<file path="config.mk">
export PLATFORM = sky130hd
export DESIGN_NAME = booth_radix4_mult
export DESIGN_NICKNAME = d
export VERILOG_FILES = /design/src/rtl/booth_pkg.sv /design/src/rtl/booth_r4_digit_sel.sv /design/src/rtl/booth_radix4_mult.sv
export SDC_FILE = /design/constraint.sdc
export NUM_CORES = 1
export LEC_CHECK = 0
export ABC_AREA = 1
export BUFFER_PORTS_ARGS = -buffer_cell sky130_fd_sc_hd__buf_4
export CORE_MARGIN = 2
export CORE_UTILIZATION = 52
export CTS_BUF_LIST = sky130_fd_sc_hd__clkbuf_8
export CTS_CLUSTER_SIZE = 8
export DETAILED_ROUTE_END_ITERATION = 10
export HOLD_SLACK_MARGIN = 0.1
export PLACE_DENSITY = 0.8
export SYNTH_ARGS = -nofsm -noshare
export SYNTH_HDL_FRONTEND = slang
export SYNTH_HIERARCHICAL = 1
export SYNTH_SLANG_ARGS = --single-unit
</file>
<file path="constraint.sdc">
create_clock -name clk -period 2.5 [get_ports clk]
set_clock_uncertainty 0.2 [all_clocks]
set_input_delay 0.125 -clock clk [delete_from_list [all_inputs] [get_ports clk]]
set_output_delay 0.125 -clock clk [all_outputs]
set_load 0.02 [all_outputs]
</file>
<file path="src/rtl/booth_pkg.sv">
// Shared types and helpers for the radix-4 Booth multiplier.
package booth_pkg;

  typedef enum logic [1:0] {
    IDLE = 2'd0,
    RUN  = 2'd1,
    DONE = 2'd2
  } state_e;

  typedef enum logic [2:0] {
    ZERO = 3'd0,
    POS1 = 3'd1,
    POS2 = 3'd2,
    NEG1 = 3'd3,
    NEG2 = 3'd4
  } digit_e;

  // Digits needed to cover a WIDTH+2 bit extended multiplier.
  function automatic int unsigned iter_count(input int unsigned width);
    return width / 2 + 1;
  endfunction

  function automatic digit_e booth_decode(input logic [2:0] triplet);
    case (triplet)
      3'b001, 3'b010: return POS1;
      3'b011:         return POS2;
      3'b100:         return NEG2;
      3'b101, 3'b110: return NEG1;
      default:        return ZERO;
    endcase
  endfunction

endpackage

</file>
<file path="src/rtl/booth_r4_digit_sel.sv">
// Radix-4 Booth digit selection: maps a multiplier triplet to 0, +-M or +-2M.
module booth_r4_digit_sel
  import booth_pkg::*;
#(
  parameter int unsigned WIDTH = 8
) (
  input  logic [2:0]       triplet_i,
  input  logic [WIDTH+1:0] m_i,
  output logic [WIDTH+2:0] pp_c
);

  localparam int unsigned PW = WIDTH + 3;

  logic [PW-1:0] m1;
  logic [PW-1:0] m2;
  digit_e        digit;

  assign m1    = {m_i[WIDTH+1], m_i};
  assign m2    = {m_i, 1'b0};
  assign digit = booth_decode(triplet_i);

  always_comb begin
    pp_c = '0;
    case (digit)
      POS1:    pp_c = m1;
      POS2:    pp_c = m2;
      NEG1:    pp_c = PW'(0) - m1;
      NEG2:    pp_c = PW'(0) - m2;
      default: pp_c = '0;
    endcase
  end

endmodule

</file>
<file path="src/rtl/booth_radix4_mult.sv">
// Sequential radix-4 Booth multiplier, signed or unsigned per operation,
// fixed latency of WIDTH/2+1 cycles from the accepting edge to done.
module booth_radix4_mult
  import booth_pkg::*;
#(
  parameter int unsigned WIDTH = 8
) (
  input  logic               clk,
  input  logic               rst,
  input  logic               start,
  input  logic               signed_mode,
  input  logic [WIDTH-1:0]   A,
  input  logic [WIDTH-1:0]   B,
  output logic [2*WIDTH-1:0] P,
  output logic               done,
  output logic               busy
);

  localparam int unsigned EW   = WIDTH + 2;
  localparam int unsigned HW   = EW + 1;
  localparam int unsigned AW   = 2 * EW + 1;
  localparam int unsigned PRW  = 2 * WIDTH;
  localparam int unsigned ITER = iter_count(WIDTH);
  localparam int unsigned CW   = $clog2(ITER);

  if (WIDTH < 4 || (WIDTH % 2) != 0) begin : g_bad_width
    $error("booth_radix4_mult: WIDTH must be even and at least 4");
  end

  state_e          state_q, state_d;
  logic [CW-1:0]   cnt_q, cnt_d;
  logic [EW-1:0]   m_q, m_d;
  logic [AW-1:0]   acc_q, acc_d;
  logic            bm1_q, bm1_d;
  logic [PRW-1:0]  p_q, p_d;
  logic            done_q, done_d;
  logic            busy_q, busy_d;

  logic [EW-1:0]   a_ext;
  logic [EW-1:0]   b_ext;
  logic [HW-1:0]   pp;
  logic [HW-1:0]   sum;
  logic signed [AW-1:0] acc_sum;
  logic [AW-1:0]   acc_shift;

  assign a_ext = signed_mode ? {{2{A[WIDTH-1]}}, A} : {2'b00, A};
  assign b_ext = signed_mode ? {{2{B[WIDTH-1]}}, B} : {2'b00, B};

  booth_r4_digit_sel #(
    .WIDTH(WIDTH)
  ) u_digit_sel (
    .triplet_i({acc_q[1:0], bm1_q}),
    .m_i      (m_q),
    .pp_c     (pp)
  );

  // Upper part takes the partial product; the low part still holds the
  // unconsumed multiplier bits, which shift out two per cycle.
  assign sum       = acc_q[AW-1:EW] + pp;
  assign acc_sum   = {sum, acc_q[EW-1:0]};
  assign acc_shift = acc_sum >>> 2;

  always_ff @(posedge clk) begin
    if (rst) begin
      state_q <= IDLE;
      cnt_q   <= '0;
      m_q     <= '0;
      acc_q   <= '0;
      bm1_q   <= 1'b0;
      p_q     <= '0;
      done_q  <= 1'b0;
      busy_q  <= 1'b0;
    end else begin
      state_q <= state_d;
      cnt_q   <= cnt_d;
      m_q     <= m_d;
      acc_q   <= acc_d;
      bm1_q   <= bm1_d;
      p_q     <= p_d;
      done_q  <= done_d;
      busy_q  <= busy_d;
    end
  end

  always_comb begin
    state_d = state_q;
    cnt_d   = cnt_q;
    m_d     = m_q;
    acc_d   = acc_q;
    bm1_d   = bm1_q;
    p_d     = p_q;
    done_d  = done_q;
    busy_d  = busy_q;
    case (state_q)
      IDLE, DONE: begin
        if (start) begin
          m_d     = a_ext;
          acc_d   = {HW'(0), b_ext};
          bm1_d   = 1'b0;
          cnt_d   = '0;
          p_d     = '0;
          done_d  = 1'b0;
          busy_d  = 1'b1;
          state_d = RUN;
        end
      end
      RUN: begin
        acc_d = acc_shift;
        bm1_d = acc_q[1];
        if (cnt_q == CW'(ITER - 1)) begin
          p_d     = acc_shift[PRW-1:0];
          done_d  = 1'b1;
          busy_d  = 1'b0;
          state_d = DONE;
        end else begin
          cnt_d = cnt_q + CW'(1);
        end
      end
      default: begin
        state_d = IDLE;
        done_d  = 1'b0;
        busy_d  = 1'b0;
      end
    endcase
  end

  assign P    = p_q;
  assign done = done_q;
  assign busy = busy_q;

endmodule

</file>
# Yosys cells after proc, flatten, opt, wreduce, memory -nomap -nowiden
# Index checks and enable logic that the tools add are counted.
[totals]
n_memories = 0
latch_bits = 0
mem_bits_rw = 0
register_bits = 55
romBits = 0
wordCells = 60
[op_classes]
div_mod_pow = 0
eq_ne = 16
n_lt_le_gt_ge = 0
mul = 0
reduce_logical = 10
add_sub_neg = 4
n_bitwise = 0
shifts = 0
n_mux = 22
[op_table]
columns = ["cell", "n"]
rows = [
  ["11-bit case mux with 4 select lines", 1],
  ["21-bit case mux with 2 select lines", 1],
  ["16-bit 2-to-1 mux", 2],
  ["16-bit case mux with 2 select lines", 1],
  ["21-bit 2-to-1 mux", 1],
  ["10-bit 2-to-1 mux", 2],
  ["3-bit equality test (second input constant)", 5],
  ["3-bit by 2-bit equality test with 1-bit output (second input constant)", 4],
  ["3-bit case mux with 4 select lines", 1],
  ["11-bit adder", 1],
  ["1-bit by 10-bit subtractor with 11-bit output (first input constant)", 1],
  ["1-bit by 11-bit subtractor with 11-bit output (first input constant)", 1],
  ["3-bit by 1-bit equality test with 1-bit output (second input constant)", 2],
  ["3-bit 2-to-1 mux", 2],
  ["2-bit inequality test (second input constant)", 3],
  ["1-bit case mux with 2 select lines", 3],
  ["3-bit case mux with 2 select lines", 1],
  ["2-bit AND reduction", 3],
  ["3-bit AND reduction", 2],
  ["2-bit OR reduction", 3],
  ["1-bit 2-to-1 mux", 4],
  ["2-bit 2-to-1 mux", 2],
  ["2-bit case mux with 2 select lines", 1],
  ["3-bit by 1-bit adder with 3-bit output (second input constant)", 1],
  ["other kinds (4)", 4],
]

# Depth between registers and ports, before layout
# Gate-level depths: netlist (run 1).
[depth]
ltp_word = 8
mapped_depth = 17
mapped_depth_nobuf = 17

# Hierarchy
# Netlist (run 1), hierarchy kept.
[modules_own_cells]
columns = ["mod", "instances", "cells_per_inst", "area_per_inst_um2", "seq_area_each_um2"]
rows = [
  ["booth_radix4_mult", 1, 342, 2502.4, 1021.0],
  ["booth_r4_digit_sel", 1, 107, 534.3, 0.0],
]

# Least setup slack after synthesis (run 1)
# OpenSTA, ideal clock, no wires.
[synth_path]
kind = "register -> register"
startpoint = "register m_q[0]"
endpoint = "register acc_q[12]"
period_less_slack_ns = 2.432
path_stages_with_launch = 15
setup_time_ns = 0.132
t_required_ns = 2.168
setup_slack_ns = 0.068
path_buffers = 0
arrival_time_ns = 2.099
path_cell_list = "dfxtp_1 inv_1 ha_1 xor2_1 nor2_1 a21oi_1 o211ai_1 ha_1 nand2_1 nand2_1 nor2_1 inv_1 or2_2 nand3_1 a21oi_1"
[synth_via]
elab_chain_len = 4
word_cells_on_any_way = 5
cone_classes = "add/sub: 3; mux: 2"
[synth_rtl]
columns = ["element", "line", "rtl"]
rows = [
  ["from (decl)", "booth_radix4_mult.sv:32", "logic [EW-1:0] m_q, m_d;"],
  ["from (signal assigned)", "booth_radix4_mult.sv:76", "m_q <= m_d;"],
  ["1-bit by 11-bit subtractor with 11-bit output or 1-bit by 10-bit subtractor with 11-bit output (tied branches)", "booth_r4_digit_sel.sv:28, booth_r4_digit_sel.sv:27", ""],
  ["11-bit case mux with 4 select lines (*)", "booth_r4_digit_sel.sv:24", "case (digit)"],
  ["via pp[3]", "booth_radix4_mult.sv:41", "logic [HW-1:0] pp;"],
  ["11-bit adder (*)", "booth_radix4_mult.sv:59", "assign sum = acc_q[AW-1:EW] + pp;"],
  ["21-bit case mux with 2 select lines (*)", "booth_radix4_mult.sv:94", "case (state_q)"],
  ["to (signal assigned)", "booth_radix4_mult.sv:68", "acc_q <= '0;"],
  ["to (signal assigned)", "booth_radix4_mult.sv:77", "acc_q <= acc_d;"],
  ["to (decl)", "booth_radix4_mult.sv:33", "logic [AW-1:0] acc_q, acc_d;"],
]
# The timed path passes the listed nets; every way through them passes the cells marked *.
# A chain may end at the register's enable or synchronous reset.

# Worst setup path in the final report (run 1)
[layout_path]
startpoint = "register m_q[1]"
endpoint = "register p_q[12] (netlist: P[12])"
[layout_via]
elab_chain_len = 5
word_cells_on_any_way = 6
cone_classes = "add/sub: 3; mux: 3"
[layout_rtl]
columns = ["element", "line", "rtl"]
rows = [
  ["1-bit by 11-bit subtractor with 11-bit output or 1-bit by 10-bit subtractor with 11-bit output (tied branches)", "booth_r4_digit_sel.sv:28, booth_r4_digit_sel.sv:27", ""],
  ["11-bit case mux with 4 select lines (*)", "booth_r4_digit_sel.sv:24", ""],
  ["via pp[3]", "booth_radix4_mult.sv:41", ""],
  ["11-bit adder (*)", "booth_radix4_mult.sv:59", ""],
  ["16-bit 2-to-1 mux (*)", "booth_radix4_mult.sv:110", "if (cnt_q == CW'(ITER - 1)) begin"],
  ["16-bit case mux with 2 select lines (*)", "booth_radix4_mult.sv:94", ""],
  ["to (signal assigned)", "booth_radix4_mult.sv:79", "p_q <= p_d;"],
  ["to (decl)", "booth_radix4_mult.sv:35", "logic [PRW-1:0] p_q, p_d;"],
]
# The timed path passes the listed nets; every way through them passes the cells marked *. The select of a mux whose other input is x is not followed.

==> results of run 1 <==
## critical path, delay by kind of cell (launching register included)
kind | cells | cell delay (ns)
buffers and inverters | 2 | 0.16
adder cells (fa/ha/maj) | 2 | 0.52
XOR/XNOR | 1 | 0.19
AND/OR/NAND/NOR | 6 | 0.68
AO/OA/AOI/OAI | 3 | 0.33
flip-flops | 1 | 0.35
## layout make-up
type                    instances  area [sq um]  share of cell area [%]
multi-input cells             329          1930                    47.6
flip-flops and latches         51          1030                    25.4
repair buffers                 81           678                    16.7
inverters                      55           209                    5.15
well taps                      72          90.1                    2.22
clock buffers                   6          82.6                    2.03
clock inverters                 2          38.8                   0.956
## kinds of logic (layout without fill, tap and decap cells)
kind of cell / count (synthesis) / after routing
flip-flops: 51 / 51
buffers and inverters: 69 / 144
XOR/XNOR: 4 / 4
adder cells (fa/ha/maj): 14 / 14
AND/OR/NAND/NOR: 234 / 234
AO/OA/AOI/OAI: 77 / 77
## repair_timing
item,4_1_cts,5_1_grt
hold endpoints to repair,44,0
endpoints found under the setup margin,10,14
setup buffers,1,2
hold buffers,28,0
gates resized for setup,10,41
pin swaps,1,16
gates cloned,0,0
## power groups by stage
stage / combinational [mW] / sequential, mW / clock [mW]
after floorplan: 0.291 / 0.920 / 0
after global placement: 0.403 / 0.913 / 0
after detailed placement: 0.409 / 0.913 / 0
after CTS: 0.459 / 0.897 / 0.610
after global routing: 0.572 / 0.907 / 0.638
final: 0.527 / 0.902 / 0.612
## per-layer routing
metal  global-route usage [%]  vias up  share of wire [%]
li1                         -     1608                  -
met1                     31.1     1500                 42
met2                     48.5      138                 50
met3                     4.38       34                5.1
met4                     8.81        0                3.2
met5                        0        -                  0
## path summary, 6_finish.rpt
path           from  endpoint
max          m_q[1]     P[12]
min            P[0]      P[0]
max reg2reg  m_q[1]     P[12]
min reg2reg    P[0]      P[0]
## metrics by stage
| stage | setup TNS [ns] | worst slack (ns) | hold slack, ns |
|---|---|---|---|
| finish | -0.112 | -0.0495 | 0.269 |
| global placement | 0 | 0.0328 | 0.144 |
| floorplan | 0 | 0.0682 | 0.0599 |
| detailed placement | -0.0487 | -0.0298 | 0.154 |
| CTS | 0 | 0.0184 | 0.267 |
| global route | -0.907 | -0.130 | 0.288 |
## sequential cells by signal, indices dropped and copies added, names as in the netlist
register,count
m_q,9
busy,1
cnt_q,3
bm1_q,1
acc_q,19
done,1
state_q,1
P,16
## placed cells by master, fill, tap and decap left out, types with 8 or more instances in the layout
master | netlist | final
a21oi_1 | 38 | 33
a31oi_1 | 8 | 8
buf_4 | 2 | 53
dfxtp_1 | 51 | 46
dlygate4sd3_1 | 0 | 28
inv_1 | 42 | 39
inv_2 | 11 | 14
nand2_1 | 117 | 112
nand2_2 | 6 | 11
nand3_1 | 48 | 39
nand3_2 | 0 | 9
nor2_1 | 38 | 34
o21ai_0 | 16 | 14
o21ai_1 | 8 | 10
==> results.md, run 1 <==
* Status: finished with violations
* Failing checks: negative setup slack
* Drt pass-1 iters at 5
* Part of the Yosys area used for sequential elements at 33.6%
* FMAX at 392 MHz
* Number of fill cells in the layout at 403
* Setup slack, reg-to-reg at -0.05 ns
* Fin util at 72.8%
* Fraction of layout cells with a size suffix above 1 at 26.5%
* First-pass GRT wire length at 13600 microns
* Fin nets at 557
* # setup viols final at 5
* Wire per inst at 14.4 microns
* P_int at 1.41 mW
* Initial antenna violation count at 0
* Highest cell delay on the worst timing path at 0.35 ns
* R2R depth at 14
* Top cells by count, synth: 117 x nand2_1, 51 x dfxtp_1, 48 x nand3_1, 42 x inv_1
* Worst slew margin at 62.4%
* Worst EP required at 2.48 ns
* Post-DRT Antenna Nets at 0
* Layout area overhead at 33.7%
* Initial core utilization at 54.5%
* Syn_area_per_cell at 6.76 sq um
* Fraction of registers with async set/reset at 0%
* CP max FO at 4
* I/O Buffers at 37
* Mapped Cells at 449
* Rows at 27
* Crit-path cells: inv_2 -> ha_4 -> xor2_4 -> nor2_2 -> a21oi_2 -> o211ai_1 -> ha_1 -> nand2_1 -> nand2_1 -> nor2_2 -> inv_2 -> or2_4 -> nand3_2 -> a21oi_1
* Area leader, netlist: dfxtp_1
* Clock Sinks at 51
* Crit path capture type: flop
* Vias per Instance at 5.50
* Clk pwr share at 30.0%
* EDFF count, synth at 0
* Adder-cell area share of the yosys netlist at 6.02%
* WHS Path Cells at 2
* Clk_lat worst skew at 0.30 ns
* Critical path class: reg2reg
* Sw frac at 30.8%
* Worst-margin pin slew at 0.563 ns
* Most numerous cell in the Yosys netlist: nand2_1
* Design area at 4060 sq um
* Power, Total at 2.04 mW
* Fin cells at 596
* Max_cap viols at 0
* Area of the mapped netlist at 3040 sq um
* Post-Place Cells at 557
* H-Tree Level Count at 2
* Die X-Extent at 80.4 microns
* RSZ-0062 raised after global routing: yes
* Ports at 38
* Ys Warns at 6
* Area of the die at 6470 sq um
* Clock root cell: clkbuf_8
* Detailed-placement wirelength estimate at 5270 microns
* Max VDD drop at 0.545 mV
* Pwr dens at 503 nW/um^2
* Die H at 80.4 microns
* Vias at 3280
* Hold WC Path Type: reg2reg
* Multiplexer area fraction after synthesis at 0%
* GPL Wtd Cong at 0.933
* TritonCTS clock tree: done
* # DRC at 0
* Number of distinct library cells after synthesis at 34
* # diodes at 0
* Complex-gate fraction of the synthesized area at 13.7%
* Synth Area in XOR/XNOR at 1.15%
* Total CTS buffers at 5
* Global Route Usage Sum at 26.5%
* Final WS setup at -0.0495 ns
* Vias in the first global route at 3026
* Synth area leaders: dfxtp_1 34%, nand2_1 14%, nand3_1 7.9%
* Max-slew violations at 0
* Post-synthesis simple-gate area fraction at 35.4%
* Pin count of the biggest net entering global routing at 36
* Lkg Pwr at 1.78 nW
* Ys flop type: dfxtp_1
* Worst path slowest cell: dfxtp_2
* Dpl cell area at 3400 sq um
* Gate power share at 25.8%
* Clock slew at reported path FFs at 0.10 ns
* Initial DRC Count at 287
* Grt ovf at 0
* Startpoint Class: flop
* Synth top area share at 33.6%
* Flip-flop and latch count after synthesis at 51
* Syn_nets at 483
* Psw at 0.629 mW
* Core box area at 5570 sq um
* Min Tclk post-route at 2.55 ns
* WL final at 8590 microns
* Crit share post-route at 102%
* Final Hold Vio Count at 0
* Reg power frac at 44.2%
* WP data arrival at 2.53 ns
* Clk buf depth at 2
* Largest family of logic cells by synthesized area: simple AND/OR/NAND/NOR gates
Note: power is estimated with default switching activity, not from simulation.
==> inputs of run 2 (changes only) <==
CORE_UTILIZATION = 54   (was 52)
PLACE_DENSITY = 0.83   (was 0.8)
SYNTH_HIERARCHICAL = not set   (was 1)
==> run 2 against run 1 <==
Net effect:
- the flow still finishes with violations (negative setup slack)
- hold slack improved by 0.014 ns
- sequential power increased by 2%
- clock power shrank 13%
- via count increased by 19%
- synthesized cell count decreased by 12%
- die area down 11%
- cell count down 2.7%
- combinational power is 59% higher
- sequential share of layout area fell by 1.2 points
- flip-flop and latch count unchanged
- first-iteration DRC count increased by 90%
- critical endpoint is now P[14]
==> results.md, run 2 <==
* Max_cap viols at 0 (unchanged)
* Fin nets at 543 (-2.5%)
* Largest family of logic cells by synthesized area: simple AND/OR/NAND/NOR gates
* Failing checks: negative setup slack
* Lkg Pwr at 1.82 nW (+1.8%)
* Dpl cell area at 3490 sq um (+2.6%)
* Synth Area in XOR/XNOR at 1.26% (+0.10 points)
* Syn_area_per_cell at 7.06 sq um (+4.4%)
* Critical path class: reg2reg
* Worst slew margin at 57.3% (-5.1 points)
* Clk buf depth at 2 (unchanged)
* Post-synthesis simple-gate area fraction at 24.6% (-11 points)
* Die H at 75.9 microns (-5.7%)
* Fraction of registers with async set/reset at 0% (unchanged)
* Detailed-placement wirelength estimate at 5450 microns (+3.4%)
* I/O Buffers at 37 (unchanged)
* Power, Total at 2.29 mW (+12%)
* H-Tree Level Count at 2 (unchanged)
* Grt ovf at 0 (unchanged)
* Clock Sinks at 51 (unchanged)
* Rows at 26 (-3.7%)
* Clock slew at reported path FFs at 0.11 ns (about the same)
* Worst R2R End: P[14]
* RR Startpoint: m_q[1]
* Drt pass-1 iters at 8 (+3)
* Worst-margin pin slew at 0.640 ns (+0.0767 ns)
* R2R depth at 19 (+5)
* CP max FO at 4 (unchanged)
* WP data arrival at 3.18 ns (+0.65 ns)
* Pwr dens at 535 nW/um^2 (+6.5%)
* First-pass GRT wire length at 14700 microns (+8.1%)
* Area leader, netlist: dfxtp_1
* Synth top area share at 36.6% (+3.0 points)
* Clk_lat worst skew at 0.31 ns (about the same)
* Max VDD drop at 0.633 mV (+16%)
* Top cells by count, synth: 85 x nand2_1, 54 x a21oi_1, 51 x dfxtp_1, 39 x inv_1, 31 x o21ai_0
* Initial core utilization at 55.3% (+0.83 points)
* Max FFs per register at 19 (unchanged)
* GPL Wtd Cong at 0.941 (+0.89%)
* Vias per Instance at 6.71 (+22%)
* Flip-flop and latch count after synthesis at 51 (unchanged)
* Final Hold Vio Count at 0 (unchanged)
* Vias in the first global route at 3246 (+7.3%)
* Fraction of layout cells with a size suffix above 1 at 37.5% (+11 points)
* Crit path from: m_q[1]
* Max-slew violations at 0 (unchanged)
* Core box area at 5040 sq um (-9.5%)
* # diodes at 0 (unchanged)
* Initial antenna violation count at 0 (unchanged)
* Ports at 38 (unchanged)
* Ys Warns at 0 (-6)
* Part of the Yosys area used for sequential elements at 36.6% (+3.0 points)
* Reg with most FFs: acc_q
* Number of distinct library cells after synthesis at 34 (unchanged)
* Global Route Usage Sum at 33.4% (+6.9 points)
* Multiplexer area fraction after synthesis at 0% (unchanged)
* Wire per inst at 22.5 microns (+56%)
* Syn_nets at 429 (-11%)
* EDFF count, synth at 0 (unchanged)
* Synth area leaders: dfxtp_1 37%, nand2_1 11%, a21oi_1 9.7%
* FMAX at 318 MHz (-19%)
* Final total negative setup slack at -8.20 ns (-8.08 ns)
* Complex-gate fraction of the synthesized area at 22.9% (+9.2 points)
* Area of the mapped netlist at 2790 sq um (-8.2%)
* Mapped Cells at 395 (-12%)
* Design area at 4280 sq um (+5.3%)
* # setup viols final at 19 (+14)
* Initial DRC Count at 544 (+90%)
* Post-DRT Antenna Nets at 0 (unchanged)
* Layout area overhead at 53.3%
* Post-Place Cells at 537 (-3.6%)
* Setup slack, reg-to-reg at -0.65 ns (-0.60 ns)
* Worst EP required at 2.54 ns (+0.06 ns)
* RSZ-0062 raised after global routing: yes
* Commonest non-fill, non-tap cell in the layout: buf_4
* Hold WC Path Type: reg2reg
* Adder-cell area share of the yosys netlist at 6.55% (+0.53 points)
* TritonCTS clock tree: done
* Setup crit end: P[14]
* Pin count of the biggest net entering global routing at 33 (-8.3%)
* Area of the die at 5760 sq um (-11%)
* Fin cells at 580 (-2.7%)
* # DRC at 0 (unchanged)
* Final WS setup at -0.648 ns (-0.598 ns)
* Min Tclk post-route at 3.15 ns (+0.598 ns)
* Crit path capture type: flop
* Die X-Extent at 75.9 microns (-5.7%)
* Ys flop type: dfxtp_1
* WL final at 13000 microns (+52%)
* Most numerous cell in the Yosys netlist: nand2_1
* Crit share post-route at 126% (+24 points)
* Vias at 3890 (+19%)
* Status: finished with violations
* Total CTS buffers at 5 (unchanged)
* Most frequent cells in the layout: 90 x buf_4, 74 x nand2_1, 45 x dfxtp_1, 43 x a21oi_1, 30 x inv_1
* Clock root cell: clkbuf_8
* Hold Slack at 0.283 ns (+0.0136 ns)
* Startpoint Class: flop
## run 2: cell count changes in the layout (fill, tap and decap cells not counted), sizes merged, moves of 3 or more
cell and change:
a21oi +17, a221oi +3, a22oi +6, a31oi -5, buf +44, dlygate4sd3 -5
inv -9, nand2 -40, nand3 -15, nand3b -3, nor2 -23, nor3 +4
o21ai +13
## run 2: kinds of logic after synthesis
kind of cell,count (synthesis)
buffers and inverters,58
flip-flops,51
adder cells (fa/ha/maj),14
AO/OA/AOI/OAI,114
AND/OR/NAND/NOR,154
XOR/XNOR,4
## run 2: worst min-delay path by stage
stage / start / endpoint / slack, ns / cells after the start
after global placement: A[7] / m_q[7] / 0.19 / 3
after detailed placement: A[7] / m_q[7] / 0.19 / 3
after global routing: P[0] / P[0] / 0.30 / 2
final: P[1] / P[1] / 0.28 / 2
after floorplan: rst / P[10] / -0.002 / 1
after CTS: P[2] / P[2] / 0.27 / 2
## run 2: timing repair
item                                   in CTS  in global routing
buffers inserted                            4                  9
pin swaps                                   8                 33
setup endpoints to repair                  15                 19
hold buffers                               23                  0
gates resized for setup                    20                 73
endpoints found under the hold margin      44                  0
## run 2: routing by layer
metal  GRT usage [%]  share of wire (%)  vias up
met4            21.4                 11        0
met5               0                  0        -
met2            59.0                 45      431
li1                -                  -     1567
met1            36.9                 33     1706
met3            5.29                 11      186
## run 2: power breakdown
| part | switching [mW] | internal (mW) | leakage [nW] |
|---|---|---|---|
| Clock | 0.326 | 0.207 | 0.0463 |
| Combinational | 0.468 | 0.369 | 1.35 |
| Sequential | 0.0569 | 0.861 | 0.420 |
| Total | 0.851 | 1.44 | 1.82 |
## run 2: worst max-delay path: stages (launching register included)
cell and delay (ns):
dfxtp_2 0.36, inv_4 0.08, nand2_4 0.05, nor2_4 0.09, inv_2 0.05, nor2_2 0.17, inv_2 0.09, buf_6 0.13
nand2_4 0.06, buf_6 0.09, o211ai_1 0.12, ha_1 0.39, buf_6 0.15, a21oi_4 0.17, o21ai_2 0.11, a21oi_2 0.19
inv_1 0.11, a21oi_1 0.17, o21ai_1 0.11, a21oi_1 0.17
## run 2: cell type report
cell class              count  area, sq um
clock buffers               5         68.8
clock inverters             3         27.5
fillers                   226          767
inverters                  45          178
multi-input cells         286         1890
flip-flops and latches     51         1030
well taps                  70         87.6
repair buffers            120          993
## run 2: metrics by stage
step	utilization (%)	setup WS [ns]
6_report	84.8	-0.648
4_1_cts	77.9	-0.312
2_1_floorplan	-	-0.0481
3_3_place_gp	69.3	-0.211
5_1_grt	84.8	-0.629
3_5_place_dp	69.3	-0.407
